[config.mk]
export PLATFORM = sky130hd
export DESIGN_NAME = scf_stream
export DESIGN_NICKNAME = d
export VERILOG_FILES = /design/src/rtl/scf_pkg.sv /design/src/rtl/scf_fifo.sv /design/src/rtl/scf_stream.sv
export SDC_FILE = /design/constraint.sdc
export NUM_CORES = 1
export LEC_CHECK = 0
export ABC_AREA = 1
export CORE_MARGIN = 3
export CORE_UTILIZATION = 50
export CTS_BUF_LIST = sky130_fd_sc_hd__clkbuf_4 sky130_fd_sc_hd__clkbuf_8 sky130_fd_sc_hd__clkbuf_16
export DETAILED_ROUTE_END_ITERATION = 8
export GPL_ROUTABILITY_DRIVEN = 1
export PLACE_DENSITY_LB_ADDON = 0.25
export SYNTH_ARGS = -nofsm -noshare
export SYNTH_HDL_FRONTEND = slang
export SYNTH_HIERARCHICAL = 1
export SYNTH_SLANG_ARGS = --single-unit
[constraint.sdc]
create_clock -name clk -period 14.46 [get_ports clk]
set_clock_uncertainty 0.05 [all_clocks]
set_input_delay 2.169 -clock clk [delete_from_list [all_inputs] [get_ports clk]]
set_output_delay 2.169 -clock clk [all_outputs]
set_load 0.02 [all_outputs]
[src/rtl/scf_pkg.sv]
// Shared definitions for the streaming SCF control-flow filter:
// MIPS opcode/funct/rt encodings, policy and state enums, CF classifier.
package scf_pkg;

  localparam logic [5:0] OP_SPECIAL = 6'd0;
  localparam logic [5:0] OP_REGIMM  = 6'd1;
  localparam logic [5:0] OP_J       = 6'd2;
  localparam logic [5:0] OP_JAL     = 6'd3;
  localparam logic [5:0] OP_BEQ     = 6'd4;
  localparam logic [5:0] OP_BNE     = 6'd5;
  localparam logic [5:0] OP_BLEZ    = 6'd6;
  localparam logic [5:0] OP_BGTZ    = 6'd7;

  localparam logic [5:0] FN_JR      = 6'd8;
  localparam logic [5:0] FN_JALR    = 6'd9;

  localparam logic [4:0] RT_BLTZ    = 5'd0;
  localparam logic [4:0] RT_BGEZ    = 5'd1;
  localparam logic [4:0] RT_BLTZAL  = 5'd16;
  localparam logic [4:0] RT_BGEZAL  = 5'd17;

  typedef enum logic [1:0] {
    POL_PASS = 2'd0,
    POL_ZERO = 2'd1,
    POL_DROP = 2'd2,
    POL_HALT = 2'd3
  } pol_e;

  typedef enum logic {
    ST_RUN  = 1'b0,
    ST_HALT = 1'b1
  } state_e;

  // True for jumps and branches; everything else (including nop) is non-CF.
  function automatic logic is_cf(input logic [31:0] instr);
    logic [5:0] op;
    logic [5:0] fn;
    logic [4:0] rt;
    logic       res;
    op  = instr[31:26];
    fn  = instr[5:0];
    rt  = instr[20:16];
    res = 1'b0;
    case (op)
      OP_SPECIAL: res = (fn == FN_JR) || (fn == FN_JALR);
      OP_REGIMM:  res = (rt == RT_BLTZ) || (rt == RT_BGEZ) ||
                        (rt == RT_BLTZAL) || (rt == RT_BGEZAL);
      OP_J, OP_JAL, OP_BEQ, OP_BNE, OP_BLEZ, OP_BGTZ: res = 1'b1;
      default:    res = 1'b0;
    endcase
    return res;
  endfunction

endpackage

[src/rtl/scf_fifo.sv]
// Synchronous FIFO, DEPTH a power of two. Head word is read straight from
// storage, so it holds its last value while empty.
module scf_fifo #(
  parameter int W     = 65,
  parameter int DEPTH = 4,
  localparam int AW   = $clog2(DEPTH)
) (
  input  logic          clk,
  input  logic          rst,
  input  logic          push,
  input  logic [W-1:0]  wr_data,
  input  logic          pop,
  output logic [W-1:0]  rd_data,
  output logic          full,
  output logic          empty,
  output logic [AW:0]   count
);

  logic [W-1:0]  mem [DEPTH];
  logic [AW-1:0] wr_ptr;
  logic [AW-1:0] rd_ptr;
  logic          do_push;
  logic          do_pop;

  assign full    = (count == (AW+1)'(DEPTH));
  assign empty   = (count == '0);
  assign do_push = push && !full;
  assign do_pop  = pop && !empty;
  assign rd_data = mem[rd_ptr];

  // Storage, pointers (natural wrap) and occupancy.
  always_ff @(posedge clk or posedge rst) begin
    if (rst) begin
      for (int i = 0; i < DEPTH; i++) mem[i] <= '0;
      wr_ptr <= '0;
      rd_ptr <= '0;
      count  <= '0;
    end else begin
      if (do_push) begin
        mem[wr_ptr] <= wr_data;
        wr_ptr      <= wr_ptr + 1'b1;
      end
      if (do_pop) rd_ptr <= rd_ptr + 1'b1;
      if (do_push && !do_pop)      count <= count + 1'b1;
      else if (do_pop && !do_push) count <= count - 1'b1;
    end
  end

endmodule

[src/rtl/scf_stream.sv]
// Streaming SCF control-flow filter: classifies MIPS words, applies the
// unauthorised-CF policy and buffers results in scf_fifo.
// Optional feature macro: SCF_STREAM_STATS_EN (statistics counters).
//
// state   | meaning
// --------+-----------------------------------------------------------
// ST_RUN  | accepting words while the FIFO has room
// ST_HALT | HALT-policy violation seen; input blocked, FIFO drains, clr resumes
module scf_stream
  import scf_pkg::*;
#(
  parameter int TAG_W = 32,
  parameter int DEPTH = 4,
  parameter int CNT_W = 16
) (
  input  logic             clk,
  input  logic             rst,
  input  logic             in_valid,
  output logic             in_ready,
  input  logic [31:0]      in_instr,
  input  logic [TAG_W-1:0] in_tag,
  input  logic [1:0]       policy,
  input  logic             clr,
  output logic             out_valid,
  input  logic             out_ready,
  output logic [31:0]      out_instr,
  output logic [TAG_W-1:0] out_tag,
  output logic             out_viol,
  output logic             halted,
  output logic [CNT_W-1:0] cf_cnt,
  output logic [CNT_W-1:0] viol_cnt
);

  localparam int W  = 32 + TAG_W + 1;
  localparam int CW = $clog2(DEPTH) + 1;

  state_e          state;
  pol_e            pol;
  logic            cf;
  logic            viol;
  logic            accept;
  logic            wr_en;
  logic [W-1:0]    wr_word;
  logic [W-1:0]    rd_word;
  logic            fifo_empty;
  logic [CW-1:0]   fifo_count;
  logic            fifo_full_unused;  // same information as fifo_count==DEPTH

  assign pol      = pol_e'(policy);
  assign cf       = is_cf(in_instr);
  assign viol     = cf && (in_tag == '0);
  assign in_ready = !rst && (state == ST_RUN) && (fifo_count < CW'(DEPTH));
  assign accept   = in_valid && in_ready;
  assign wr_en    = accept && (!viol || pol == POL_PASS || pol == POL_ZERO);
  assign halted   = (state == ST_HALT);

  // Word written into the FIFO for the current input.
  always_comb begin
    wr_word = {1'b0, in_tag, in_instr};
    if (viol) begin
      if (pol == POL_ZERO) wr_word = {1'b1, {TAG_W{1'b0}}, 32'h0};
      else                 wr_word = {1'b1, in_tag, in_instr};
    end
  end

  scf_fifo #(
    .W     (W),
    .DEPTH (DEPTH)
  ) u_fifo (
    .clk     (clk),
    .rst     (rst),
    .push    (wr_en),
    .wr_data (wr_word),
    .pop     (out_ready),
    .rd_data (rd_word),
    .full    (fifo_full_unused),
    .empty   (fifo_empty),
    .count   (fifo_count)
  );

  assign out_valid = !fifo_empty;
  assign out_viol  = rd_word[W-1];
  assign out_tag   = rd_word[W-2:32];
  assign out_instr = rd_word[31:0];

  // RUN/HALT sequencing; a HALT violation takes priority over a same-cycle clr.
  always_ff @(posedge clk or posedge rst) begin
    if (rst) begin
      state <= ST_RUN;
    end else begin
      case (state)
        ST_RUN:  if (accept && viol && pol == POL_HALT) state <= ST_HALT;
        ST_HALT: if (clr) state <= ST_RUN;
        default: state <= ST_RUN;
      endcase
    end
  end

`ifdef SCF_STREAM_STATS_EN
  logic [CNT_W-1:0] cf_q;
  logic [CNT_W-1:0] viol_q;

  // Saturating statistics over accepted words; clr leaves them alone.
  always_ff @(posedge clk or posedge rst) begin
    if (rst) begin
      cf_q   <= '0;
      viol_q <= '0;
    end else if (accept) begin
      if (cf && cf_q != '1)     cf_q   <= cf_q + 1'b1;
      if (viol && viol_q != '1) viol_q <= viol_q + 1'b1;
    end
  end

  assign cf_cnt   = cf_q;
  assign viol_cnt = viol_q;
`else
  assign cf_cnt   = '0;
  assign viol_cnt = '0;
`endif

endmodule

==> results of run 1 <==
-- final cells by class --
type                    instances  area, um2
clock buffers                  46        957
repair buffers                149       1460
inverters                      48        199
multi-input cells            1323       6040
clock inverters                 9        120
fillers                      2471      11200
well taps                     372        465
flip-flops and latches        268       6710
-- cells in the final DEF (no fill, tap or decap), drive strengths merged --
master / instances
and2: 1
buf: 11
bufinv: 3
clkbuf: 46
clkdlybuf4s50: 138
clkinv: 7
conb: 32
dfrtp: 268
fa: 1
ha: 5
inv: 47
nand2: 586
nand3: 11
nand4: 263
nor2: 225
nor3: 2
o21ai: 195
or2: 1
xnor2: 1
-- worst max-delay path by stage --
| stage | from | endpoint | cells after the start |
|---|---|---|---|
| 2_1_floorplan | rst | u_fifo/count[0] | 1 |
| 3_3_place_gp | rst | in_ready | 3 |
| 3_5_place_dp | rst | in_ready | 3 |
| 4_1_cts | u_fifo/rd_ptr[0] | out_instr[8] | 5 |
| 5_1_grt | u_fifo/rd_ptr[0] | out_instr[5] | 5 |
| 6_report | u_fifo/rd_ptr[0] | out_tag[24] | 5 |
-- routing by layer --
metal | vias up | global-route usage | wire, um
li1 | 5978 | - | -
met1 | 6151 | 0.356 | 16900
met2 | 515 | 0.416 | 18900
met3 | 61 | 0.0316 | 2840
met4 | 0 | 0.0774 | 855
met5 | - | 0 | 0
-- critical path: stages (launching register included) --
cell	delay (ns)
dfrtp_4	1.05
clkinv_2	0.80
buf_4	0.65
o21ai_0	0.31
o21ai_0	0.16
clkdlybuf4s50_1	0.56
-- report_power, final --
group | internal (uW) | leakage [uW] | switching [uW]
combinational | 609 | 0.00400 | 1120
clock | 506 | 0.000545 | 309
sequential | 1060 | 0.00341 | 199
total | 2170 | 0.00796 | 1620
-- stage by stage --
| stage | total power [uW] | worst slack, ns | hold WS, ns | utilization | std cells |
|---|---|---|---|---|---|
| floorplan | 2360 | 4.89 | 0.387 | - | 1866 |
| CTS | 3810 | 8.11 | 0.418 | 0.587 | 2215 |
| global route | 4050 | 7.94 | 0.426 | 0.587 | 2215 |
| finish | 3800 | 8.11 | 0.414 | 0.587 | 2215 |
| detailed placement | 2980 | 8.63 | 0.403 | 0.548 | 2160 |
| global placement | 2950 | 8.63 | 0.398 | 0.548 | 2160 |
-- flip-flops by register name, indices dropped and copies added, names as in the netlist --
name and cells:
halted 1, u_fifo/mem 260, u_fifo/rd_ptr 2, u_fifo/wr_ptr 2, u_fifo/count 3
==> metrics.txt, run 1 <==
Reg2Reg Depth=8; Die H=173 um; Max Cap Viol=0; total die area=approximately 0.030 mm2; GRT Resource Usage Total=0.254; worst-skew pair later-pin latency=between 0.5 and 0.6 ns; Antenna diodes=0; Final HPWL DP=slightly below 20000 um; htree depth=1; cts bufs inserted=30; largest net degree at the start of global routing=approximately 170; initial antenna violation count=0; CP Data Required Time=12.24 ns; hold_buf cts=0; R2R setup slack=~11 ns; hold path startpoint=u_fifo/mem[56]; Pleak=approximately 0.0080 uW; CTS tree=built; DRC=0; Iteration-0 DRC Markers=~1600; Tcrit/Tclk final=0.439; Mapped Cells=about 1800; crit path time final=roughly 6.4 ns; first-pass GRT wire length=64100 um; Worst Hold Class=reg2reg; slew margin rel.=0.245; setup bufs post-CTS=0; worst reg2reg path endpoint=u_fifo/mem[188]; critical path startpoint category=register; vias=between 10000 and 15000; placed cell area=0.0149 mm2; share of post-route cells with drive strength above 1=0.0467; Post-Synthesis Cell Area=~0.014 mm2; post-CTS resize count=0; Setup-failing EPs final=0; total global routing overflow=0; unrepaired setup endpoints after global routing=false; Power Density=roughly 240 mW/mm2; worst r2r src=u_fifo/count[2]; DRT Wirelength=39400 um; Cells on Worst Hold Path=2; Clock Tree Buf Depth=3; vias in the first global route=around 12000; DRT Pass-1 Iters=5; average cell area after synthesis=between 7 and 8 um2; DR vias/cell=5.74; final RePlAce weighted congestion=0.768; Crit path arrival time=between 4 and 5 ns; WS Path Type=reg2out; Reg clk slew, reported paths=0.06 ns; DRT antenna net count=0; worst-margin pin slew=1.13 ns; Slew Limit Fails=0; WL per Instance=roughly 18 um; die width=roughly 170 um; status=complete, no violations; initial core utilization=0.514; CP max FO=87; # rows=60; VDD IR max=approximately 0.14 mV; clock tree root buffer cell=clkbuf_16; Worst Hold Path EP=u_fifo/mem[56]; post-route cell area=around 0.016 mm2; PortBufs=138; nature of the critical path endpoint=output port; clock sinks=between 200 and 300; io pins=around 170; nets=about 1900; yosys warns=6; FMAX=between 150 and 200 MHz; setup_tns=0 ns; Layout area overhead=14.2%; core outline area=between 0.02 and 0.03 mm2; final hold violation count=0
No activity file was read; power rests on OpenSTA's default activity.
==> run 2, diff against run 1 <==
- clock period: 14.46 -> 5.9 ns (I/O delays scaled with it)
==> run 2 against run 1 <==
Net effect:
- combinational power is 150% higher
- clock power rose by 120%
- sequential share of layout area grew 0.22 points
- power increased by 140%
- flip-flop and latch count unchanged
- register-to-register slack lost 8.6 ns
- hold slack worse by 0.0016 ns
- core utilization fell by 0.30 points
- critical path type unchanged
==> metrics.txt, run 2 (synthesis gave the netlist of run 1 again) <==
status=complete, no violations; DRC=0 (unchanged); first-pass GRT wire length=65900 um (+2.8%); Setup-failing EPs final=0 (unchanged); Die H=173 um (unchanged); biggest regs=u_fifo/mem x260, u_fifo/count x3; worst reg2reg path endpoint=u_fifo/mem[75]; CP bufs+invs=3 (unchanged); setup bufs post-CTS=0 (unchanged); DRT antenna net count=0 (unchanged); GRT Resource Usage Total=0.261 (+0.00748); Levels on crit path=5 (unchanged); CTS tree=built; worst-skew pair later-pin latency=0.54 ns (about the same); hold path startpoint=u_fifo/mem[13]; Clock Tree Buf Depth=3 (unchanged); Biggest register=u_fifo/mem; most frequent cells in the layout=nand2_1 (584), dfrtp_1 (267), nand4_1 (263), nor2_1 (223), o21ai_0 (178); setup_tns=0 ns (unchanged); crit path time final=4.77 ns; worst-margin pin slew=1.29 ns (+0.158 ns); post-route cell area=0.0159 mm2 (-0.52%); hold_buf cts=0 (unchanged); Crit path largest cell delay=0.90 ns (-0.15 ns); Reg2Reg Depth=8 (unchanged); final RePlAce weighted congestion=0.774 (+0.83%); FF/Latch Area=0.00671 mm2 (unchanged); Worst Hold Class=reg2reg; WL per Instance=18.0 um (+1.2%); Pleak=0.00791 uW (-0.63%); total global routing overflow=0 (unchanged); clock tree root buffer cell=clkbuf_16; Antenna diodes=0 (unchanged); setup ws final=1.13 ns (-6.97 ns); DRT Wirelength=39900 um (+1.2%); Tcrit/Tclk final=0.808; CP max FO=60 (-31%); Max Cap Viol=0 (unchanged); core outline area=0.0272 mm2 (unchanged); fill count=2551 (+3.2%); Crit path arrival time=3.83 ns (-0.30 ns); placed cell area=0.0150 mm2 (+0.50%); worst path cell trace=clkinv_2 > buf_4 > o21ai_0 > o21ai_0 > clkdlybuf4s50_1; worst r2r src=u_fifo/count[2]; Worst Hold Path EP=u_fifo/mem[13]; total die area=0.0300 mm2 (unchanged); cts bufs inserted=29 (-3.3%); Final HPWL DP=21200 um (+7.6%); CP Data Required Time=4.97 ns (-7.27 ns); most used cell, CP=o21ai_0; Cells on Worst Hold Path=2 (unchanged); R2R setup slack=2.42 ns (-8.55 ns); slew margin rel.=0.140 (-0.106); PortBufs=138 (unchanged); htree depth=1 (unchanged); vias=12700 (-0.22%); io pins=171 (unchanged); # rows=60 (unchanged); Layout area overhead=13.6%; CP max stage cell=dfrtp_4; initial antenna violation count=0 (unchanged); WS Path Type=reg2out; Setup WS pre-CTS=1.46 ns (-7.16 ns); initial core utilization=0.514 (unchanged); post-CTS resize count=0 (unchanged); worst hold margin=0.413 ns (-0.00162 ns); Power Density=575 mW/mm2 (+140%); Iteration-0 DRC Markers=1408 (-11%); clock sinks=268 (unchanged); share of post-route cells with drive strength above 1=0.0467 (unchanged); Slew Limit Fails=0 (unchanged); Reg clk slew, reported paths=0.06 ns (about the same); critical path startpoint category=register; nets=1903 (+0.32%); most common cell after layout, fill and taps aside=nand2_1; unrepaired setup endpoints after global routing=false; Non-Filler Instances=2215 (unchanged); vias in the first global route=12600 (+4.5%); largest net degree at the start of global routing=148 (-14%); final hold violation count=0 (unchanged); # placed instances=2167 (+0.32%); die width=173 um (unchanged); CP top delay family=buffers and inverters; FMAX=roughly 210 MHz; DR vias/cell=5.72 (-0.22%); DRT Pass-1 Iters=5 (unchanged); VDD IR max=0.386 mV (+170%); max FFs per register=260 (unchanged); nature of the critical path endpoint=output port; footprint of the multi-input gates=0.00604 mm2 (unchanged)
run 2: changes by cell type in the layout (fill, tap and decap cells not counted), moves of 5 or more:
| cell | previous run | this run |
|---|---|---|
| clkinv_2 | 7 | 2 |
| clkbuf_8 | 11 | 5 |
| clkbuf_4 | 4 | 10 |
| buf_4 | 11 | 16 |
run 2: how the worst max path moves through the flow:
stage,start,to,slack (ns)
5_1_grt,u_fifo/rd_ptr[0],out_instr[2],0.96
3_5_place_dp,in_instr[27],u_fifo/mem[134],1.46
6_report,u_fifo/rd_ptr[0],out_instr[2],1.13
2_1_floorplan,rst,u_fifo/count[0],1.44
3_3_place_gp,in_instr[27],u_fifo/mem[133],1.46
4_1_cts,u_fifo/rd_ptr[0],out_instr[2],1.16
run 2: tightest hold or removal path, cell delays in order (launching register included):
cell	delay (ns)
dfrtp_1	0.33
nand2_1	0.05
nand2_1	0.05
run 2: where the power goes:
part           total, uW  switching (uW)  internal, uW
logic               4300            2790          1510
clock network       1760             710          1050
registers           3070             473          2600
total               9130            3980          5150
run 2: per-stage QoR:
stage	power, uW	util
global route	9770	0.584
finish	9130	0.584
detailed placement	7370	0.550
floorplan	5790	-
CTS	9150	0.584
global placement	7270	0.550
run 2: final cells by class:
cell class,instances,share of cell area
clock buffer,44,0.0548
clock inverter,4,0.00323
inverter,48,0.0123
multi-input combinational,1323,0.381
sequential,268,0.423
tap,372,0.0293
timing repair buffer,156,0.0971
run 2: metal layers:
layer	up-vias	GRT usage	wire [um]
met5	-	0	0
met2	530	0.425	18900
met4	0	0.0791	971
met1	6092	0.369	17000
li1	5980	-	-
met3	75	0.0327	2900
